### config.mk
export PLATFORM = sky130hd
export DESIGN_NAME = adder_8b
export DESIGN_NICKNAME = d
export VERILOG_FILES = /design/src/rtl/adder_pkg.sv /design/src/rtl/adder_cla4.sv /design/src/rtl/adder_8b.sv
export SDC_FILE = /design/constraint.sdc
export NUM_CORES = 1
export LEC_CHECK = 0
export BUFFER_PORTS_ARGS = -buffer_cell sky130_fd_sc_hd__buf_2
export CORE_ASPECT_RATIO = 0.75
export CORE_MARGIN = 3
export CORE_UTILIZATION = 44
export CTS_BUF_LIST = sky130_fd_sc_hd__clkbuf_16
export DETAILED_ROUTE_END_ITERATION = 10
export GPL_TIMING_DRIVEN = 0
export HOLD_SLACK_MARGIN = 0.08
export PLACE_DENSITY_LB_ADDON = 0.25
export SETUP_SLACK_MARGIN = 0.2
export SYNTH_ARGS = -nofsm -noshare
export SYNTH_HDL_FRONTEND = slang
export SYNTH_HIERARCHICAL = 1
export SYNTH_SLANG_ARGS = --single-unit
### constraint.sdc
create_clock -name clk -period 0.8 [get_ports clk]
set_input_delay 0.12 -clock clk [delete_from_list [all_inputs] [get_ports clk]]
set_output_delay 0.12 -clock clk [all_outputs]
set_load 0.005 [all_outputs]
### src/rtl/adder_pkg.sv
// Shared definitions for the datapath adder and the ALU status register.
//   ADD_W            default operand width
//   FLG_C/V/Z/N      bit positions of the flags inside flags_t
//   flags_t          packed {n, z, v, c}; c lands in bit 0, n in bit 3
package adder_pkg;

    localparam int ADD_W = 8;

    localparam int FLG_C = 0;
    localparam int FLG_V = 1;
    localparam int FLG_Z = 2;
    localparam int FLG_N = 3;

    typedef struct packed {
        logic n;
        logic z;
        logic v;
        logic c;
    } flags_t;

endpackage

### src/rtl/adder_cla4.sv
// Combinational 4-bit carry-lookahead slice.
//   a, b  4-bit operands
//   ci    carry in
//   s     4-bit sum
//   co    carry out
//   g, p  group generate / propagate of the slice
module adder_cla4 (
    input  logic [3:0] a,
    input  logic [3:0] b,
    input  logic       ci,
    output logic [3:0] s,
    output logic       co,
    output logic       g,
    output logic       p
);

    logic [3:0] w_g;
    logic [3:0] w_p;
    logic [4:0] w_c;

    assign w_g = a & b;
    assign w_p = a ^ b;

    // Every carry is a flat function of ci and the bit g/p terms, so no
    // carry waits on the one below it inside the slice.
    assign w_c[0] = ci;
    assign w_c[1] = w_g[0] | (w_p[0] & ci);
    assign w_c[2] = w_g[1] | (w_p[1] & w_g[0]) | (w_p[1] & w_p[0] & ci);
    assign w_c[3] = w_g[2] | (w_p[2] & w_g[1]) | (w_p[2] & w_p[1] & w_g[0])
                  | (w_p[2] & w_p[1] & w_p[0] & ci);

    assign g = w_g[3] | (w_p[3] & w_g[2]) | (w_p[3] & w_p[2] & w_g[1])
             | (w_p[3] & w_p[2] & w_p[1] & w_g[0]);
    assign p = &w_p;

    assign w_c[4] = g | (p & ci);

    assign s  = w_p ^ w_c[3:0];
    assign co = w_c[4];

endmodule

### src/rtl/adder_8b.sv
// Registered add/subtract unit for PC increment, address offsets and ALU ops.
//   clk, rst_n        clock, asynchronous active-low reset
//   in_valid          operands valid this cycle
//   a, b, cin, sub    sub=0: a+b+cin ; sub=1: a+~b+cin (cin=1 means no borrow in)
//   y, out_valid      result one cycle after an accepted operand pair
//   cout, ovf,        carry out (sub: 1 = no borrow), signed overflow,
//   zero, neg         y==0, y MSB
module adder_8b
    import adder_pkg::*;
#(
    parameter int WIDTH = ADD_W
) (
    input  logic             clk,
    input  logic             rst_n,
    input  logic             in_valid,
    input  logic [WIDTH-1:0] a,
    input  logic [WIDTH-1:0] b,
    input  logic             cin,
    input  logic             sub,
    output logic [WIDTH-1:0] y,
    output logic             out_valid,
    output logic             cout,
    output logic             ovf,
    output logic             zero,
    output logic             neg
);

    localparam int NSL = WIDTH / 4;

    logic [WIDTH-1:0] w_b_eff;
    logic [WIDTH-1:0] w_sum;
    logic [NSL:0]     w_c;
    logic [NSL-1:0]   w_grp_g;
    logic [NSL-1:0]   w_grp_p;
    logic             w_unused_grp;
    flags_t           w_flags;

    logic [WIDTH-1:0] r_y;
    flags_t           r_flags;
    logic             r_valid;

    assign w_b_eff = sub ? ~b : b;
    assign w_c[0]  = cin;

    // Slices ripple into each other through co.
    for (genvar i = 0; i < NSL; i++) begin : g_slice
        adder_cla4 u_cla4 (
            .a  (a[4*i +: 4]),
            .b  (w_b_eff[4*i +: 4]),
            .ci (w_c[i]),
            .s  (w_sum[4*i +: 4]),
            .co (w_c[i+1]),
            .g  (w_grp_g[i]),
            .p  (w_grp_p[i])
        );
    end

    // Group g/p are left for a second lookahead level if the width grows;
    // a short ripple between slices is fast enough here.
    assign w_unused_grp = ^{w_grp_g, w_grp_p};

    always_comb begin
        w_flags   = '0;
        w_flags.c = w_c[NSL];
        w_flags.v = (a[WIDTH-1] == w_b_eff[WIDTH-1]) && (w_sum[WIDTH-1] != a[WIDTH-1]);
        w_flags.z = (w_sum == '0);
        w_flags.n = w_sum[WIDTH-1];
    end

    // Result and flags only load on accepted operands, so garbage on the
    // inputs while in_valid is low never reaches the outputs.
    always_ff @(posedge clk or negedge rst_n) begin
        if (!rst_n) begin
            r_y     <= '0;
            r_flags <= '0;
            r_valid <= 1'b0;
        end else begin
            r_valid <= in_valid;
            if (in_valid) begin
                r_y     <= w_sum;
                r_flags <= w_flags;
            end
        end
    end

    assign y         = r_y;
    assign out_valid = r_valid;
    assign cout      = r_flags[FLG_C];
    assign ovf       = r_flags[FLG_V];
    assign zero      = r_flags[FLG_Z];
    assign neg       = r_flags[FLG_N];

endmodule

Word-level counts from Yosys, hierarchy flattened

Cells that the tools add are included.

Add/sub/neg operators: 0
$mul: 0
Divide/modulo/power cells: 0
$lt $le $gt $ge: 0
Equality and inequality tests: 2
Shift-type cells: 0
Mux-type cells: 1
Bitwise gates (word level): 57
Reduce and logical (&&, ||, !) cells: 4

Operators by type and width:

| kind                  | number |
|---|---|
| bitwise AND 1 bit     | 30 |
| bitwise OR 1 bit      | 20 |
| bitwise XOR 4 bit     | 4 |
| bitwise AND 4 bit     | 2 |
| logical NOT 8 bit     | 1 |
| 2-to-1 mux 8 bit      | 1 |
| NOT 8 bit             | 1 |
| AND reduction 4 bit   | 2 |
| equality test 1 bit   | 1 |
| logical AND 1 bit     | 1 |
| inequality test 1 bit | 1 |

Flip-flop bits (word level): 13
Bits in latches: 0
RAM bits: 0
Memory bits (read-only): 0
Memories kept: 0

Logic depth before layout (Yosys ltp)

Gate-level depths: netlist (run 1).

Word-level depth: 13
Depth in mapped cells: 12
Depth with buffers taken out: 11

Hierarchy

The synthesis (run 1) kept the hierarchy.

Modules (own cells, without submodules):

| module                         | times used | cells an instance | area an instance (um^2) |
|---|---|---|---|
| adder_8b                       | 1          | 41                | 566.8 |
| adder_cla4 (g_slice[1].u_cla4) | 1          | 22                | 193.9 |
| adder_cla4 (g_slice[0].u_cla4) | 1          | 22                | 182.7 |

Least setup slack after synthesis (run 1)

OpenSTA, ideal clock, no wires.

Path kind: in2reg
Start point: input port sub
End point: register r_flags (netlist bit zero)
Setup time: 0.083 ns
Arrival: 2.083 ns
Slack: -1.366 ns
Stages on the path: 12
Path buffers: 1
Path through: buf_6 > xor2_1 > ha_1 > a21oi_1 > o21ai_2 > a21o_1 > inv_1 > fa_1 > xnor2_1 > nor4_1 > nand4b_1 > o21ai_0

Elaborated cells on any way between the ends: 49

RTL lines:

| what                                                          | line                               | source |
|---|---|---|
| start: declaration                                            | adder_8b.sv:19                     | `input logic sub,` |
| 2-to-1 mux 8 bit *                                            | adder_8b.sv:42                     | `assign w_b_eff = sub ? ~b : b;` |
| named net w_b_eff[1]                                          | adder_8b.sv:30                     | `logic [WIDTH-1:0] w_b_eff;` |
| bitwise AND 4 bit / bitwise XOR 4 bit (equally long branches) | adder_cla4.sv:21, adder_cla4.sv:22 |  |
| bitwise AND 1 bit (on tied branches)                          | adder_cla4.sv:32, adder_cla4.sv:33 |  |
| bitwise OR 1 bit / bitwise AND 1 bit (equally long branches)  | adder_cla4.sv:32, adder_cla4.sv:33 |  |
| bitwise OR 1 bit                                              | adder_cla4.sv:33                   | `\| (w_p[3] & w_p[2] & w_p[1] & w_g[0]);` |
| bitwise OR 1 bit *                                            | adder_cla4.sv:36                   | `assign w_c[4] = g \| (p & ci);` |
| named net w_c[1]                                              | adder_8b.sv:32                     | `logic [NSL:0] w_c;` |
| bitwise AND 1 bit *                                           | adder_cla4.sv:27                   | `assign w_c[1] = w_g[0] \| (w_p[0] & ci);` |
| bitwise OR 1 bit *                                            | adder_cla4.sv:27                   |  |
| bitwise XOR 4 bit *                                           | adder_cla4.sv:38                   | `assign s = w_p ^ w_c[3:0];` |
| named net w_sum[5]                                            | adder_8b.sv:31                     | `logic [WIDTH-1:0] w_sum;` |
| logical NOT 8 bit *                                           | adder_8b.sv:66                     | `w_flags.z = (w_sum == '0);` |
| end signal: assignment                                        | adder_8b.sv:81                     | `r_flags <= w_flags;` |
| end: declaration                                              | adder_8b.sv:39                     | `flags_t r_flags;` |

The timed path passes the listed nets; every way through them passes the cells marked *.
A chain may end at the register's enable or synchronous reset.

Worst setup path in the final report (run 1)

Start point: input port sub
End point: register r_flags (netlist bit zero)

Word-level cells in the longest chain between the ends: 11
Elaborated cells on any way between the ends: 49

Ends and longest elaborated chain:

| what                                                         | line                               | source |
|---|---|---|
| 2-to-1 mux 8 bit *                                           | adder_8b.sv:42                     |  |
| named net w_b_eff[3]                                         | adder_8b.sv:30                     |  |
| bitwise XOR 4 bit                                            | adder_cla4.sv:22                   | `assign w_p = a ^ b;` |
| bitwise AND 1 bit (on tied branches)                         | adder_cla4.sv:32, adder_cla4.sv:33 |  |
| bitwise OR 1 bit (tied with other cells)                     | adder_cla4.sv:32                   | `assign g = w_g[3] \| (w_p[3] & w_g[2]) \| (w_p[3] & w_p[2] & w_g[1])` |
| bitwise OR 1 bit / bitwise AND 1 bit (equally long branches) | adder_cla4.sv:32, adder_cla4.sv:33 |  |
| bitwise OR 1 bit                                             | adder_cla4.sv:33                   |  |
| bitwise OR 1 bit *                                           | adder_cla4.sv:36                   |  |
| named net w_c[1]                                             | adder_8b.sv:32                     |  |
| bitwise AND 1 bit *                                          | adder_cla4.sv:27                   |  |
| bitwise OR 1 bit *                                           | adder_cla4.sv:27                   |  |
| bitwise XOR 4 bit *                                          | adder_cla4.sv:38                   |  |
| named net w_sum[5]                                           | adder_8b.sv:31                     |  |
| logical NOT 8 bit *                                          | adder_8b.sv:66                     |  |

Marks and branches as above.

==> reports/summary.json, run 1 <==
{
  "drt-total-wl": {"value": 2600, "unit": "um"},
  "synth_warnings": {"value": 6},
  "htree_levels": {"value": 1},
  "timing.final.ws_setup": {"value": -1.27, "unit": "ns"},
  "die_area": {"value": 2610, "unit": "sq um"},
  "drt_iter0_markers": {"value": 18},
  "postPlaceCellArea": {"value": 1100, "unit": "sq um"},
  "initial_standard_cell_utilization_of_the_core": {"value": 0.490},
  "design_area": {"value": 1490, "unit": "sq um"},
  "hold_violations": {"value": 0},
  "gp_congestion": {"value": 0.778},
  "hold_path.class": {"value": "in -> reg"},
  "cts_inserted_buffers": {"value": 3},
  "largest_net_degree_at_the_start_of_global_routing": {"value": 13},
  "first_global_vias": {"value": 816},
  "clock_tree_root": {"value": "clkbuf_16"},
  "max_slew_margin": {"value": 0.821},
  "post_route_cells_drive_above_1_share": {"value": 0.662},
  "postSynthCellCount": {"value": 79},
  "critPathTopFamily": {"value": "adder cells"},
  "setup-violations-final": {"value": 24},
  "min_period_over_period": {"value": 2.58},
  "regArea": {"value": 300, "unit": "sq um"},
  "maxSlewViolCount": {"value": 0},
  "timing.critical_path.cells": {"value": "buf_12 > buf_4 > xor2_1 > ha_2 > a21o_1 > inv_2 > fa_2 > xnor2_2 > nor4_2 > nand4b_1 > o21ai_1"},
  "placementRows": {"value": 13},
  "largest_buffer_count_on_any_clock_path": {"value": 2},
  "final.hold.worst_slack": {"value": 0.114, "unit": "ns"},
  "routed-via-count": {"value": 781},
  "cts.sinks": {"value": 12},
  "final_nets": {"value": 163},
  "final.fill_count": {"value": 99},
  "floorplan.core_area": {"value": 1820, "unit": "sq um"},
  "clock_tree_from_tritoncts": {"value": "done"},
  "antenna_diode_count": {"value": 0},
  "cts.reportedPaths.clkPinSlew": {"value": 0.04, "unit": "ns"},
  "worst_setup_path_end_kind": {"value": "register"},
  "power": {"value": 3.38, "unit": "mW"},
  "crit_required": {"value": 0.96, "unit": "ns"},
  "maximum_clock_rate": {"value": 484, "unit": "MHz"},
  "die_w": {"value": 58.0, "unit": "um"},
  "ioPinCount": {"value": 34},
  "crit_path_max_incr_delay": {"value": 0.41, "unit": "ns"},
  "ir_worst_vdd": {"value": 1.66, "unit": "mV"},
  "tightestPinTransition": {"value": 0.268, "unit": "ns"},
  "skew": {"value": 0, "unit": "ns"},
  "period_minus_slack": {"value": 2.07, "unit": "ns"},
  "remaining_antenna_violation_count": {"value": 0},
  "syn_area": {"value": 893, "unit": "sq um"},
  "timing_worst_setup_path_type": {"value": "in -> reg"},
  "leakage": {"value": 0.750, "unit": "nW"},
  "synthesis.nets": {"value": 110},
  "gr-usage-all-layers": {"value": 0.187},
  "drc": {"value": 0},
  "detailed_place_hpwl": {"value": 1500, "unit": "um"},
  "final_core_utilization": {"value": 0.816},
  "grt.overflow.total": {"value": 0},
  "fin_setup_tns": {"value": -12.24, "unit": "ns"},
  "grt_setup_unrepaired": {"value": "yes"},
  "p_per_area": {"value": 2270, "unit": "nW/um^2"},
  "port_buffers": {"value": 32},
  "worst_skew_pair.late_latency": {"value": 0.24, "unit": "ns"},
  "stdcell_count": {"value": 152},
  "failed_checks": {"value": "setup timing"},
  "routed_wire_length_per_instance": {"value": 17.1, "unit": "um"},
  "result_of_the_run": {"value": "finished, violations left"},
  "crit_path_start_kind": {"value": "input pin"},
  "max-cap-violations": {"value": 0},
  "post_detailed_route_via_to_cell_ratio": {"value": 5.14},
  "arrival": {"value": 2.23, "unit": "ns"},
  "crit_fanout": {"value": 5},
  "dpl_worst_slack": {"value": -1.56, "unit": "ns"},
  "multi_input_area": {"value": 667, "unit": "sq um"},
  "crit_buf_inv": {"value": 3},
  "cpMaxStageDelayCell": {"value": "ha_2"},
  "die_y": {"value": 45.0, "unit": "um"},
  "drt_pre_antenna_iters": {"value": 4},
  "antenna_found_initial": {"value": 0},
  "avgSynthCellArea": {"value": 11.3, "unit": "sq um"},
  "grt_first_pass_wirelength": {"value": 3590, "unit": "um"},
  "number_of_cells_after_detailed_placement": {"value": 133},
  "areaGrowthSynthToFinish": {"value": 66.4, "unit": "%"}
}
-- layer usage --
| metal | up-vias | wire length (um) | track usage |
|---|---|---|---|
| li1 | 368 | - | - |
| met5 | - | 0 | 0 |
| met3 | 2 | 142 | 0.0200 |
| met4 | 0 | 8 | 0.111 |
| met2 | 29 | 1450 | 0.331 |
| met1 | 382 | 999 | 0.222 |
-- power by group --
group | switching, mW | total, mW | internal [mW]
clock network | 0.246 | 0.896 | 0.650
logic | 0.662 | 1.60 | 0.941
registers | 0.101 | 0.878 | 0.777
-- flip-flops by register name, indices dropped and copies added (netlist names) --
name and flops:
cout 1, zero 1, y 8, ovf 1, out_valid 1
-- layout make-up --
cell class / count / share of cell area
buffer: 3 / 0.0286
clock buffer: 3 / 0.0505
inverter: 12 / 0.0303
multi-input combinational: 52 / 0.449
sequential: 12 / 0.202
tap: 22 / 0.0185
timing repair buffer: 48 / 0.221
-- cells in the final DEF, fill, tap and decap left out --
cell	n
nor4_2	1
fa_2	2
nand4b_1	2
clkbuf_16	3
buf_12	1
inv_1	9
nand3b_1	1
xor2_4	1
nor3_1	1
ha_1	6
buf_2	30
ha_2	1
buf_6	13
inv_2	3
a21o_1	4
dlygate4sd3_1	1
a41oi_2	2
xor2_2	4
o221ai_2	1
xor2_1	5
mux2_2	2
xnor2_2	2
ha_4	1
a21oi_1	1
buf_4	6
mux2_4	7
xnor2_4	1
xnor2_1	1
o21ai_1	1
a21oi_2	3
dfrtp_1	12
o21ai_2	2
-- repair_timing --
item / 4_1_cts / 5_1_grt
gates cloned: 0 / 0
gates resized for setup: 14 / 25
endpoints found under the setup margin: 24 / 24
pin swaps: 16 / 6
buffers inserted: 6 / 9
hold buffers: 1 / 0
endpoints found under the hold margin: 12 / 0
-- worst paths after layout --
| path | start | end | slack [ns] | depth (start not counted) |
|---|---|---|---|---|
| worst max-delay path | sub | zero$_DFFE_PN0P_ | -1.27 | 11 |
| worst min-delay path | in_valid | out_valid$_DFF_PN0_ | 0.11 | 1 |
| worst max register to register | y[7]$_DFFE_PN0P_ | y[7]$_DFFE_PN0P_ | -0.12 | 2 |
| worst min register to register | y[1]$_DFFE_PN0P_ | y[1]$_DFFE_PN0P_ | 0.50 | 1 |
| max in group asynchronous | rst_n | cout$_DFFE_PN0P_ | 0.30 | 2 |
| min in group asynchronous | rst_n | y[3]$_DFFE_PN0P_ | 0.29 | 2 |
No activity file was read; power rests on OpenSTA's default activity.
==> run 2, diff against run 1 <==
--- a/config.mk
+++ b/config.mk
@@ -14,7 +14,7 @@
 export GPL_TIMING_DRIVEN = 0
 export HOLD_SLACK_MARGIN = 0.08
 export PLACE_DENSITY_LB_ADDON = 0.25
-export SETUP_SLACK_MARGIN = 0.2
+export SETUP_SLACK_MARGIN = 0.4
 export SYNTH_ARGS = -nofsm -noshare
 export SYNTH_HDL_FRONTEND = slang
 export SYNTH_HIERARCHICAL = 1
==> reports/summary.json, run 2 (synthesized netlist as in run 1, its figures left out) <==
{
  "result_of_the_run": {"value": "finished, violations left"},
  "failed_checks": {"value": "hold timing, setup timing"},
  "remaining_antenna_violation_count": {"value": 0, "change": "unchanged"},
  "first_global_vias": {"value": 799, "change": "-2.1%"},
  "drt-total-wl": {"value": 2570, "unit": "um", "change": "-1.0%"},
  "timing.final.ws_setup": {"value": -1.29, "unit": "ns", "change": "-0.0211 ns"},
  "antenna_found_initial": {"value": 0, "change": "unchanged"},
  "number_of_cells_after_detailed_placement": {"value": 133, "change": "unchanged"},
  "htree_levels": {"value": 1, "change": "unchanged"},
  "areaGrowthSynthToFinish": {"value": 63.9, "unit": "%"},
  "routed_wire_length_per_instance": {"value": 17.0, "unit": "um", "change": "-0.38%"},
  "routed-via-count": {"value": 787, "change": "+0.77%"},
  "cts.reportedPaths.clkPinSlew": {"value": 0.04, "unit": "ns", "change": "about the same"},
  "power_switching": {"value": 1.02, "unit": "mW", "change": "+1.0%"},
  "grt.overflow.total": {"value": 0, "change": "unchanged"},
  "min_period_over_period": {"value": 2.61, "change": "+0.0263"},
  "clock_tree_from_tritoncts": {"value": "done"},
  "placementRows": {"value": 13, "change": "unchanged"},
  "leakage": {"value": 0.737, "unit": "nW", "change": "-1.8%"},
  "p_per_area": {"value": 2300, "unit": "nW/um^2", "change": "+1.2%"},
  "cpMaxStageDelayCell": {"value": "fa_2"},
  "globalRouteMet2Util": {"value": 0.327, "change": "-0.00450"},
  "arrival": {"value": 2.25, "unit": "ns", "change": "+0.02 ns"},
  "largest_net_degree_at_the_start_of_global_routing": {"value": 13, "change": "unchanged"},
  "largest_buffer_count_on_any_clock_path": {"value": 2, "change": "unchanged"},
  "cell_internal_pwr": {"value": 2.35, "unit": "mW", "change": "-0.91%"},
  "setup-violations-final": {"value": 24, "change": "unchanged"},
  "post_detailed_route_via_to_cell_ratio": {"value": 5.21, "change": "+1.4%"},
  "tightestPinTransition": {"value": 0.279, "unit": "ns", "change": "+0.0112 ns"},
  "max-cap-violations": {"value": 0, "change": "unchanged"},
  "crit_path_start_kind": {"value": "input pin"},
  "stdcell_count": {"value": 151, "change": "-0.66%"},
  "gr-usage-all-layers": {"value": 0.190, "change": "+0.00371"},
  "clkPwrFrac": {"value": 0.269, "change": "+0.004"},
  "worst_setup_path_end_kind": {"value": "register"},
  "netSwitchingFraction": {"value": 0.303, "change": "+0.00403"},
  "ioPinCount": {"value": 34, "change": "unchanged"},
  "die_y": {"value": 45.0, "unit": "um", "change": "unchanged"},
  "crit_fanout": {"value": 4, "change": "-1"},
  "die_w": {"value": 58.0, "unit": "um", "change": "unchanged"},
  "drc": {"value": 0, "change": "unchanged"},
  "drt_pre_antenna_iters": {"value": 4, "change": "unchanged"},
  "crit_path_max_incr_delay": {"value": 0.52, "unit": "ns", "change": "+0.11 ns"},
  "timing.critical_path.cells": {"value": "buf_12 > xor2_1 > ha_1 > a41oi_2 > o21ai_2 > a21o_1 > inv_2 > fa_2 > inv_2 > nor4_2 > nand4b_1 > o21ai_1"},
  "drt_iter0_markers": {"value": 32, "change": "+14"},
  "worst_skew_pair.late_latency": {"value": 0.24, "unit": "ns", "change": "about the same"},
  "hold_path.class": {"value": "in -> async"},
  "max_slew_margin": {"value": 0.814, "change": "-0.00746"},
  "maxSlewViolCount": {"value": 0, "change": "unchanged"},
  "ir_worst_vdd": {"value": 1.73, "unit": "mV", "change": "+4.0%"},
  "crit_buf_inv": {"value": 3, "change": "unchanged"},
  "hold_violations": {"value": 12, "change": "+12"},
  "rrSetupSlack": {"value": -0.12, "unit": "ns", "change": "about the same"},
  "comb_power_share": {"value": 0.469, "change": "-0.006"},
  "use_met1": {"value": 0.236, "change": "+0.0143"},
  "dpl_worst_slack": {"value": -1.56, "unit": "ns", "change": "unchanged"},
  "detailed_place_hpwl": {"value": 1500, "unit": "um", "change": "unchanged"},
  "gp_congestion": {"value": 0.778, "change": "unchanged"},
  "initial_standard_cell_utilization_of_the_core": {"value": 0.490, "change": "unchanged"},
  "die_area": {"value": 2610, "unit": "sq um", "change": "unchanged"},
  "final_nets": {"value": 162, "change": "-0.61%"},
  "grt_setup_unrepaired": {"value": "yes"},
  "p_seq_frac": {"value": 0.262, "change": "+0.002"},
  "largest_reg_flops": {"value": 8, "change": "unchanged"},
  "cpMostUsedCell": {"value": "inv_2"},
  "maximum_clock_rate": {"value": 479, "unit": "MHz", "change": "-1.0%"},
  "floorplan.core_area": {"value": 1820, "unit": "sq um", "change": "unchanged"},
  "mostFrequentLayoutCells": {"value": "30 x buf_2, 12 x buf_6, 12 x dfrtp_1"},
  "skew": {"value": 0, "unit": "ns", "change": "unchanged"},
  "grt_first_pass_wirelength": {"value": 3640, "unit": "um", "change": "+1.4%"},
  "post_route_cells_drive_above_1_share": {"value": 0.674, "change": "+0.0129"},
  "timing_worst_setup_path_type": {"value": "in -> reg"},
  "final.hold.worst_slack": {"value": -0.247, "unit": "ns", "change": "-0.361 ns"},
  "crit_required": {"value": 0.96, "unit": "ns", "change": "about the same"},
  "grt_use_met3": {"value": 0.0200, "change": "unchanged"},
  "port_buffers": {"value": 32, "change": "unchanged"},
  "commonest_non_fill_non_tap_cell_in_the_layout": {"value": "buf_2"},
  "clock_tree_root": {"value": "clkbuf_16"},
  "cts_inserted_buffers": {"value": 3, "change": "unchanged"},
  "cts.sinks": {"value": 12, "change": "unchanged"},
  "critPathTopFamily": {"value": "adder cells"},
  "top_usage_layer": {"value": "met2"},
  "period_minus_slack": {"value": 2.09, "unit": "ns", "change": "+0.0211 ns"},
  "antenna_diode_count": {"value": 0, "change": "unchanged"}
}
run 2: per-stage QoR:
step	power, mW	cell area (sq um)	setup TNS, ns	utilization
2_1_floorplan	1.49	908	-11.08	-
3_3_place_gp	1.82	1100	-12.20	0.602
3_5_place_dp	1.86	1100	-12.68	0.602
4_1_cts	3.00	1270	-10.77	0.698
5_1_grt	3.52	1460	-13.37	0.804
6_report	3.37	1460	-12.36	0.804
run 2: timing repair:
| action | in CTS | in global routing |
|---|---|---|
| endpoints found under the hold margin | 12 | 12 |
| pin swaps | 16 | 14 |
| setup buffers | 6 | 9 |
| setup endpoints to repair | 24 | 24 |
| gates resized for setup | 14 | 21 |
run 2: area by class of cell:
| cell class | count | area, sq um |
|---|---|---|
| plain buffers | 3 | 42.5 |
| clock buffers | 3 | 75.1 |
| fillers | 104 | 358 |
| inverters | 12 | 45.0 |
| multi-input cells | 52 | 658 |
| flip-flops and latches | 12 | 300 |
| well taps | 22 | 27.5 |
| repair buffers | 47 | 315 |
run 2: power groups by stage:
stage	registers (mW)	logic (mW)	clock network [mW]
after floorplan	0.884	0.605	0
after global placement	0.864	0.960	0
after detailed placement	0.872	0.991	0
after CTS	0.873	1.20	0.923
after global routing	0.894	1.69	0.936
final	0.881	1.58	0.906
run 2: path summary, 6_finish.rpt:
check,start,endpoint,cells past startpoint
max reg2reg,y[7]$_DFFE_PN0P_,y[7]$_DFFE_PN0P_,2
max,sub,zero$_DFFE_PN0P_,12
min,rst_n,out_valid$_DFF_PN0_,1
min in group clk,in_valid,out_valid$_DFF_PN0_,1
max in group asynchronous,rst_n,y[2]$_DFFE_PN0P_,1
min reg2reg,y[1]$_DFFE_PN0P_,y[1]$_DFFE_PN0P_,1
run 2: metal layers:
metal / part of all wire / up-vias / wire length [um]
met5: 0 / - / 0
met4: 0.018 / 0 / 45
met3: 0.050 / 6 / 129
met2: 0.53 / 31 / 1350
met1: 0.40 / 385 / 1040
li1: - / 365 / -
==> run 3, diff against run 2 <==
--- a/config.mk
+++ b/config.mk
@@ -10,11 +10,12 @@
 export CORE_MARGIN = 3
 export CORE_UTILIZATION = 44
 export CTS_BUF_LIST = sky130_fd_sc_hd__clkbuf_16
+export CTS_CLUSTER_DIAMETER = 80
 export DETAILED_ROUTE_END_ITERATION = 10
 export GPL_TIMING_DRIVEN = 0
 export HOLD_SLACK_MARGIN = 0.08
 export PLACE_DENSITY_LB_ADDON = 0.25
-export SETUP_SLACK_MARGIN = 0.4
+export SETUP_SLACK_MARGIN = 0.05
 export SYNTH_ARGS = -nofsm -noshare
 export SYNTH_HDL_FRONTEND = slang
 export SYNTH_HIERARCHICAL = 1
==> reports/summary.json, run 3 (synthesized netlist as in run 1, its figures left out) <==
{
  "crit_path_start_kind": {"value": "input pin"},
  "largest_net_degree_at_the_start_of_global_routing": {"value": 13, "change": "unchanged"},
  "clock_tree_root": {"value": "clkbuf_16"},
  "routed-via-count": {"value": 772, "change": "-1.9%"},
  "crit_fanout": {"value": 3, "change": "-1"},
  "grt_setup_unrepaired": {"value": "yes"},
  "commonest_non_fill_non_tap_cell_in_the_layout": {"value": "buf_2"},
  "detailed_place_hpwl": {"value": 1600, "unit": "um", "change": "+6.8%"},
  "result_of_the_run": {"value": "finished, violations left"},
  "postPlaceCellArea": {"value": 1090, "unit": "sq um", "change": "-0.34%"},
  "floorplan.core_area": {"value": 1820, "unit": "sq um", "change": "unchanged"},
  "grt_first_pass_wirelength": {"value": 3690, "unit": "um", "change": "+1.3%"},
  "post_detailed_route_via_to_cell_ratio": {"value": 5.18, "change": "-0.59%"},
  "cts_inserted_buffers": {"value": 3, "change": "unchanged"},
  "timing.final.ws_setup": {"value": -1.24, "unit": "ns", "change": "+0.0469 ns"},
  "maxSlewViolCount": {"value": 0, "change": "unchanged"},
  "leakage": {"value": 0.745, "unit": "nW", "change": "+1.1%"},
  "max_slew_margin": {"value": 0.790, "change": "-0.0238"},
  "cts.reportedPaths.clkPinSlew": {"value": 0.04, "unit": "ns", "change": "about the same"},
  "ioPinCount": {"value": 34, "change": "unchanged"},
  "skew": {"value": 0, "unit": "ns", "change": "unchanged"},
  "gr-usage-all-layers": {"value": 0.196, "change": "+0.00543"},
  "port_buffers": {"value": 32, "change": "unchanged"},
  "drt-total-wl": {"value": 2510, "unit": "um", "change": "-2.4%"},
  "failed_checks": {"value": "setup timing"},
  "worst_skew_pair.late_latency": {"value": 0.24, "unit": "ns", "change": "about the same"},
  "stdcell_count": {"value": 149, "change": "-1.3%"},
  "hold_path.class": {"value": "in -> reg"},
  "die_w": {"value": 58.0, "unit": "um", "change": "unchanged"},
  "routed_wire_length_per_instance": {"value": 16.8, "unit": "um", "change": "-1.1%"},
  "p_per_area": {"value": 2240, "unit": "nW/um^2", "change": "-2.4%"},
  "clock_tree_from_tritoncts": {"value": "done"},
  "placementRows": {"value": 13, "change": "unchanged"},
  "areaGrowthSynthToFinish": {"value": 71.0, "unit": "%"},
  "max-cap-violations": {"value": 0, "change": "unchanged"},
  "ir_worst_vdd": {"value": 1.84, "unit": "mV", "change": "+6.4%"},
  "maximum_clock_rate": {"value": 490, "unit": "MHz", "change": "+2.3%"},
  "post_route_cells_drive_above_1_share": {"value": 0.685, "change": "+0.0106"},
  "design_area": {"value": 1530, "unit": "sq um", "change": "+4.4%"},
  "power": {"value": 3.43, "unit": "mW", "change": "+1.9%"},
  "final.hold.worst_slack": {"value": 0.0972, "unit": "ns", "change": "+0.344 ns"},
  "timing_worst_setup_path_type": {"value": "in -> reg"},
  "tightestPinTransition": {"value": 0.315, "unit": "ns", "change": "+0.0357 ns"},
  "htree_levels": {"value": 1, "change": "unchanged"},
  "arrival": {"value": 2.16, "unit": "ns", "change": "-0.09 ns"},
  "drc": {"value": 0, "change": "unchanged"},
  "crit_required": {"value": 0.92, "unit": "ns", "change": "-0.04 ns"},
  "first_global_vias": {"value": 823, "change": "+3.0%"},
  "remaining_antenna_violation_count": {"value": 0, "change": "unchanged"},
  "largest_reg_flops": {"value": 8, "change": "unchanged"},
  "grt.overflow.total": {"value": 0, "change": "unchanged"},
  "hold_violations": {"value": 0, "change": "-12"},
  "setup-violations-final": {"value": 24, "change": "unchanged"},
  "initial_standard_cell_utilization_of_the_core": {"value": 0.490, "change": "unchanged"},
  "period_minus_slack": {"value": 2.04, "unit": "ns", "change": "-0.0469 ns"},
  "antenna_diode_count": {"value": 0, "change": "unchanged"},
  "final_core_utilization": {"value": 0.839, "change": "+0.0350"},
  "min_period_over_period": {"value": 2.55, "change": "-0.0586"},
  "gp_congestion": {"value": 0.751, "change": "-3.4%"},
  "cts.sinks": {"value": 12, "change": "unchanged"},
  "largest_buffer_count_on_any_clock_path": {"value": 2, "change": "unchanged"},
  "final_nets": {"value": 159, "change": "-1.9%"},
  "use_met1": {"value": 0.222, "change": "-0.0145"},
  "top_usage_layer": {"value": "met2"},
  "die_area": {"value": 2610, "unit": "sq um", "change": "unchanged"},
  "number_of_cells_after_detailed_placement": {"value": 133, "change": "unchanged"},
  "mostFrequentLayoutCells": {"value": "28 x buf_2, 12 x dfrtp_1, 10 x buf_4"},
  "antenna_found_initial": {"value": 0, "change": "unchanged"},
  "die_y": {"value": 45.0, "unit": "um", "change": "unchanged"},
  "globalRouteMet2Util": {"value": 0.324, "change": "-0.00225"},
  "drt_pre_antenna_iters": {"value": 6, "change": "+2"},
  "drt_iter0_markers": {"value": 18, "change": "-44%"},
  "grt_use_met3": {"value": 0.0457, "change": "+0.0257"},
  "worst_setup_path_end_kind": {"value": "register"},
  "rrSetupSlack": {"value": 0.02, "unit": "ns", "change": "+0.14 ns"}
}
run 3: cell count changes in the layout (fill, tap and decap cells not counted), moves of 2 or more:
cell    delta
buf_6      -7
mux2_2     -3
buf_4      +3
buf_2      -2
mux2_4     +3
xor2_1     -2
xor2_4     +3
buf_8      +2
run 3: repair_timing:
| item | 4_1_cts | 5_1_grt |
|---|---|---|
| hold endpoints to repair | 12 | 0 |
| gates resized for setup | 23 | 22 |
| setup buffers | 6 | 6 |
| cloned | 0 | 0 |
| hold buffers | 1 | 0 |
| pin swaps | 19 | 19 |
| endpoints found under the setup margin | 24 | 24 |
run 3: per-stage QoR:
step | setup TNS [ns] | worst slack [ns]
final | -11.15 | -1.24
after global routing | -12.31 | -1.34
after CTS | -10.60 | -1.16
after detailed placement | -12.89 | -1.55
after global placement | -12.23 | -1.51
after floorplan | -11.08 | -1.32
run 3: final timing paths:
| check | start | depth (start not counted) | end |
|---|---|---|---|
| worst max-delay path | b[0] | 11 | y[4]$_DFFE_PN0P_ |
| worst min-delay path | in_valid | 1 | out_valid$_DFF_PN0_ |
| worst max register to register | y[7]$_DFFE_PN0P_ | 1 | y[7]$_DFFE_PN0P_ |
| worst min register to register | y[0]$_DFFE_PN0P_ | 1 | y[0]$_DFFE_PN0P_ |
| max in group asynchronous | rst_n | 2 | y[3]$_DFFE_PN0P_ |
| min in group asynchronous | rst_n | 2 | y[0]$_DFFE_PN0P_ |
run 3: critical path, stage by stage:
cell	delay (ns)
buf_8	0.10
xor2_4	0.18
ha_4	0.28
a41oi_2	0.14
o21ai_2	0.10
a21o_1	0.21
inv_2	0.06
fa_2	0.54
inv_2	0.06
buf_4	0.13
mux2_4	0.25
run 3: area by class of cell:
class,instances,area [sq um]
inverter,12,45.0
multi-input combinational,52,744
clock inverter,1,3.75
buffer,3,42.5
clock buffer,3,75.1
fill,100,294
tap,22,27.5
sequential,12,300
timing repair buffer,44,289
run 3: power by group:
group | total (mW) | internal (mW) | switching [mW]
logic | 1.62 | 0.918 | 0.699
clock network | 0.934 | 0.659 | 0.274
registers | 0.878 | 0.776 | 0.101
run 3: per-layer routing:
metal	share of wire	wire, um
met1	0.40	1010
met2	0.51	1280
met3	0.050	126
met4	0.037	94
met5	0	0
